### config.mk
export PLATFORM = sky130hd
export DESIGN_NAME = button_inc_debouncer
export DESIGN_NICKNAME = d
export VERILOG_FILES = /design/src/rtl/button_inc_debouncer.sv
export SDC_FILE = /design/constraint.sdc
export NUM_CORES = 1
export LEC_CHECK = 0
export CORE_UTILIZATION = 65
export DETAILED_ROUTE_END_ITERATION = 8
export DONT_BUFFER_PORTS = 1
export PLACE_DENSITY = 0.84
export SETUP_SLACK_MARGIN = 0.05
export SYNTH_ARGS = -nofsm -noshare
export SYNTH_HDL_FRONTEND = slang
export SYNTH_SLANG_ARGS = --single-unit
export TNS_END_PERCENT = 20
### constraint.sdc
create_clock -name clk -period 2.7 [get_ports clk]
set_input_delay 0.27 -clock clk [delete_from_list [all_inputs] [get_ports clk]]
set_output_delay 0.27 -clock clk [all_outputs]
set_load 0.01 [all_outputs]
### src/rtl/button_inc_debouncer.sv
// -----------------------------------------------------------------------------
// button_inc_debouncer
//
// Turns a raw mechanical push-button into clean single-cycle increment strobes
// for a downstream event counter. The button is brought into the clk domain
// through a two-flop synchronizer. A four-state FSM then rejects contact bounce
// using a programmable stability window. An optional hold-to-repeat mode emits
// further strobes while the button stays down.
//
// Parameters:
//   DEBOUNCE_CYCLES : stability window for accepting a press or a release (>= 2)
//   REPEAT_EN       : 1 enables auto-repeat strobes while the button is held
//   REPEAT_DELAY    : cycles from entry into HELD until the first repeat (>= 2)
//   REPEAT_PERIOD   : cycles between later repeat strobes (>= 2)
//
// Ports:
//   clk       : system clock, rising edge
//   reset     : synchronous, active-high reset
//   btn_in    : raw button, asynchronous to clk, active-high
//   inc       : registered single-cycle increment strobe
//   btn_level : registered debounced button level
// -----------------------------------------------------------------------------
module button_inc_debouncer #(
  parameter int DEBOUNCE_CYCLES = 1000000,
  parameter bit REPEAT_EN       = 1'b0,
  parameter int REPEAT_DELAY    = 50000000,
  parameter int REPEAT_PERIOD   = 10000000
) (
  input  logic clk,
  input  logic reset,
  input  logic btn_in,
  output logic inc,
  output logic btn_level
);

  // Each counter only ever holds 0 .. (limit-1), so it never needs to wrap.
  localparam int RPT_MAX = (REPEAT_DELAY > REPEAT_PERIOD) ? REPEAT_DELAY : REPEAT_PERIOD;
  localparam int DB_W    = $clog2(DEBOUNCE_CYCLES);
  localparam int RPT_W   = $clog2(RPT_MAX);

  localparam logic [DB_W-1:0]  DB_LAST     = DB_W'(DEBOUNCE_CYCLES - 1);
  localparam logic [RPT_W-1:0] DELAY_LAST  = RPT_W'(REPEAT_DELAY - 1);
  localparam logic [RPT_W-1:0] PERIOD_LAST = RPT_W'(REPEAT_PERIOD - 1);

  typedef enum logic [1:0] {
    RELEASED,
    PRESS_WAIT,
    HELD,
    RELEASE_WAIT
  } state_t;

  // ---------------------------------------------------------------------------
  // Two-flop synchronizer. Only btn_s is used past this point.
  // ---------------------------------------------------------------------------
  logic [1:0] sync_reg;
  logic       btn_s;

  always_ff @(posedge clk) begin
    if (reset) begin
      sync_reg <= 2'b00;
    end else begin
      sync_reg <= {sync_reg[0], btn_in};
    end
  end

  assign btn_s = sync_reg[1];

  // ---------------------------------------------------------------------------
  // FSM state, counters and registered outputs
  // ---------------------------------------------------------------------------
  state_t           state_reg,     state_next;
  logic [DB_W-1:0]  db_cnt_reg,    db_cnt_next;
  logic [RPT_W-1:0] rpt_cnt_reg,   rpt_cnt_next;
  logic             rpt_phase_reg, rpt_phase_next;  // 0: first delay, 1: periodic
  logic             inc_reg,       inc_next;
  logic             level_reg,     level_next;

  always_ff @(posedge clk) begin
    if (reset) begin
      state_reg     <= RELEASED;
      db_cnt_reg    <= '0;
      rpt_cnt_reg   <= '0;
      rpt_phase_reg <= 1'b0;
      inc_reg       <= 1'b0;
      level_reg     <= 1'b0;
    end else begin
      state_reg     <= state_next;
      db_cnt_reg    <= db_cnt_next;
      rpt_cnt_reg   <= rpt_cnt_next;
      rpt_phase_reg <= rpt_phase_next;
      inc_reg       <= inc_next;
      level_reg     <= level_next;
    end
  end

  always_comb begin
    state_next     = state_reg;
    db_cnt_next    = db_cnt_reg;
    rpt_cnt_next   = rpt_cnt_reg;
    rpt_phase_next = rpt_phase_reg;
    inc_next       = 1'b0;
    level_next     = level_reg;

    case (state_reg)
      RELEASED: begin
        if (btn_s) begin
          state_next  = PRESS_WAIT;
          db_cnt_next = '0;
        end
      end

      PRESS_WAIT: begin
        if (!btn_s) begin
          // Bounce: drop back without touching the outputs.
          state_next = RELEASED;
        end else if (db_cnt_reg == DB_LAST) begin
          state_next     = HELD;
          level_next     = 1'b1;
          inc_next       = 1'b1;
          rpt_cnt_next   = '0;
          rpt_phase_next = 1'b0;
        end else begin
          db_cnt_next = db_cnt_reg + 1'b1;
        end
      end

      HELD: begin
        if (!btn_s) begin
          state_next  = RELEASE_WAIT;
          db_cnt_next = '0;
        end else if (REPEAT_EN) begin
          // The repeat counter is cleared on every HELD entry, so the first
          // strobe lands REPEAT_DELAY edges after entry and later ones every
          // REPEAT_PERIOD edges. Both limits are >= 2, so a repeat strobe can
          // never sit next to the press strobe or to another repeat.
          if (rpt_cnt_reg == (rpt_phase_reg ? PERIOD_LAST : DELAY_LAST)) begin
            inc_next       = 1'b1;
            rpt_cnt_next   = '0;
            rpt_phase_next = 1'b1;
          end else begin
            rpt_cnt_next = rpt_cnt_reg + 1'b1;
          end
        end
      end

      RELEASE_WAIT: begin
        if (btn_s) begin
          // Release bounce: back to HELD with repeat timing restarted from
          // the delay phase.
          state_next     = HELD;
          rpt_cnt_next   = '0;
          rpt_phase_next = 1'b0;
        end else if (db_cnt_reg == DB_LAST) begin
          state_next = RELEASED;
          level_next = 1'b0;
        end else begin
          db_cnt_next = db_cnt_reg + 1'b1;
        end
      end

      default: begin
        state_next = RELEASED;
      end
    endcase
  end

  assign inc       = inc_reg;
  assign btn_level = level_reg;

endmodule

==> flow_summary.toml <==
[die]
dieArea_mm2 = 0.00230
fp.dieW_um = 47.9
start_util = 0.692
coreArea_mm2 = 0.00198
rows = 16
io_pins = 5
fp.dieH_um = 47.9

[critical_path]
ff2ff_path_depth = 6
cp_data_arrival_time_ns = 2.40
crit_fanout = 20
reg2reg_from = "db_cnt_reg[0]$_SDFFE_PP0P_"
path_class = "reg -> reg"
reg2reg_slack_ns = 0.54
cp-start-kind = "flop"
timing.rr.end = "db_cnt_reg[14]$_SDFFE_PP0P_"
critPathCaptureType = "flop"
cp.required_ns = 2.94

[cells_and_area]
num_antenna_cells = 0
largest_reg_flops = 20
drive_above_1_share = 0.0706
finalNonFillerCells = 197
nets = 175
ff_latch_area_um2 = 520
multiInputGateArea_um2 = 790
syn_to_final_growth_pct = 5.47
num-fill-cells = 159

[synthesis]
syn_nets = 174
syn-cell-area_mm2 = 0.00137
synth_warnings = 0
synth.avg_cell_area_um2 = 8.07
synth_edf_count = 0
synth.largest_area_cell = "dfxtp_1"
yosysTopAreaCellShare = 0.380
synth_commonest_cells = "dfxtp_1, nand2_1, a21oi_1"
yosysMostFrequentCell = "dfxtp_1"
synth_cell_types = 44
syn_inst = 170
ys.flop_type = "dfxtp_1"
yosys_register_bits = 26
ys_top_cells_by_area = "dfxtp_1, a21oi_1, nand2_1, nand3_1, nor3_1"
async_reset_ff_frac = 0
ys_seq_area_frac = 0.380

[routing]
drtIter0Drc = 55
remaining_drc_errors = 0
wl_per_cell_um = 14.9
vias_per_cell = 6.58
routed-via-count = 1297
dr.pass1.iters = 4
ant_nets = 0
wirelength_mm = 2.93

[cts]
h-tree-depth = 1
root_buffer = "clkbuf_4"
cts_made_buffers = 3
cts_tree = "done"
cts_num_sinks = 26
clockBufferDepth = 2
clk_pin_slew_worst_paths_ns = 0.13
worstSkewPairLatency_ns = 0.32

[timing]
fin_setup_tns_ns = 0
hold_ws_ns = 0.0331
timing.fmax_mhz = 464
fin_worst_skew_ns = 0.00173
fin_crit_ns = 2.16
fin_crit_sh = 0.799
rsz0062_at_grt = "no"
relSlewSlack = 0.318
drv_slew = 0
setup_violations = 0
worstMarginPinSlew_ns = 1.02
hold_viol = 0

[worst_hold_path]
worstHoldStart = "reset"
hold_path.class = "in -> reg"
whs_endpoint = "db_cnt_reg[17]$_SDFFE_PP0P_"
hold_depth = 1

[global_routing]
grt_pass1_wl_mm = 4.48
grt_max_degree = 21
grt_overflow_total = 0
grt_pass1_vias = 974
grt_use_total = 0.272
antenna_found_initial = 0

[pwr]
vdd_drop_max_mv = 0.337
p_leak_nw = 0.447
power_density_mw_per_mm2 = 422
totalPowerFinal_uw = 610

[place]
numPortBuffers = 0
place.gp.congestion = 0.901
dp_cells = 189
dp_hpwl_mm = 1.95

[outcome]
outcome = "complete, no violations"

[flow_run]
maxCapViolations = 0
final cells by class:
cell class / count / area share
flip-flops and latches: 26 / 0.360
clock buffers: 4 / 0.0251
inverters: 5 / 0.0130
multi-input cells: 130 / 0.546
well taps: 27 / 0.0234
repair buffers: 5 / 0.0329
where the power goes:
part | total [mW] | switching [mW] | internal [mW]
registers | 0.390 | 0.00312 | 0.387
logic | 0.0292 | 0.0185 | 0.0107
clock network | 0.191 | 0.108 | 0.0825
layer usage:
layer,track usage,up-vias,wire [µm]
met2,0.414,43,1300
met3,0.0377,8,166
li1,-,639,-
met4,0.0833,0,62
met5,0,-,0
met1,0.397,607,1400
worst max-delay path, cell delays in order, from the launching register on:
cell and delay [ns]:
dfxtp_1 0.44, ha_1 0.23, nand3_2 0.16, nor3_2 0.35, a21o_1 0.55, a21oi_1 0.09, a211oi_1 0.26
logic make-up after synthesis:
group / Yosys count / share of synthesized area
and+or+nand+nor: 79 / 0.330
AOI/OAI and AO/OA: 48 / 0.222
DFF: 26 / 0.380
buffers and inverters: 14 / 0.0447
xor gates and xnor gates: 1 / 0.00639
muxes: 1 / 0.00821
adders and majority gates: 1 / 0.00912
worst max-delay path by stage:
| stage | from | to | cells past startpoint |
|---|---|---|---|
| 2_1_floorplan | db_cnt_reg[0]$_SDFFE_PP0P_ | db_cnt_reg[2]$_SDFFE_PP0P_ | 8 |
| 3_3_place_gp | db_cnt_reg[0]$_SDFFE_PP0P_ | db_cnt_reg[19]$_SDFFE_PP0P_ | 6 |
| 3_5_place_dp | db_cnt_reg[0]$_SDFFE_PP0P_ | db_cnt_reg[15]$_SDFFE_PP0P_ | 6 |
| 4_1_cts | db_cnt_reg[0]$_SDFFE_PP0P_ | db_cnt_reg[14]$_SDFFE_PP0P_ | 6 |
| 5_1_grt | db_cnt_reg[0]$_SDFFE_PP0P_ | db_cnt_reg[12]$_SDFFE_PP0P_ | 6 |
| 6_report | db_cnt_reg[0]$_SDFFE_PP0P_ | db_cnt_reg[14]$_SDFFE_PP0P_ | 6 |
through the flow:
step	area, µm²	util	worst slack, ns
after floorplan	1370	-	1.01
after global placement	1370	0.691	0.676
after detailed placement	1370	0.691	0.590
after CTS	1440	0.725	0.542
after global routing	1450	0.730	0.334
final	1450	0.730	0.543
cell usage in the layout (no fill, tap or decap), types with 4 or more instances in the layout:
cell type,Yosys,layout
a31oi_1,7,7
or3_1,4,4
nor3_1,9,9
inv_1,4,4
and4_1,4,4
dfxtp_1,26,26
dlygate4sd3_1,0,4
a21oi_1,16,16
nand3_1,9,9
nand2_1,17,17
nor2_1,10,10
o21ai_0,5,5
nand4_1,4,4
timing repair:
action / in CTS / in global routing
hold buffers: 3 / 1
buffers inserted: 0 / 0
endpoints found under the hold margin: 12 / 8
gates resized for setup: 0 / 0
Power figures use the tool's default switching activity.
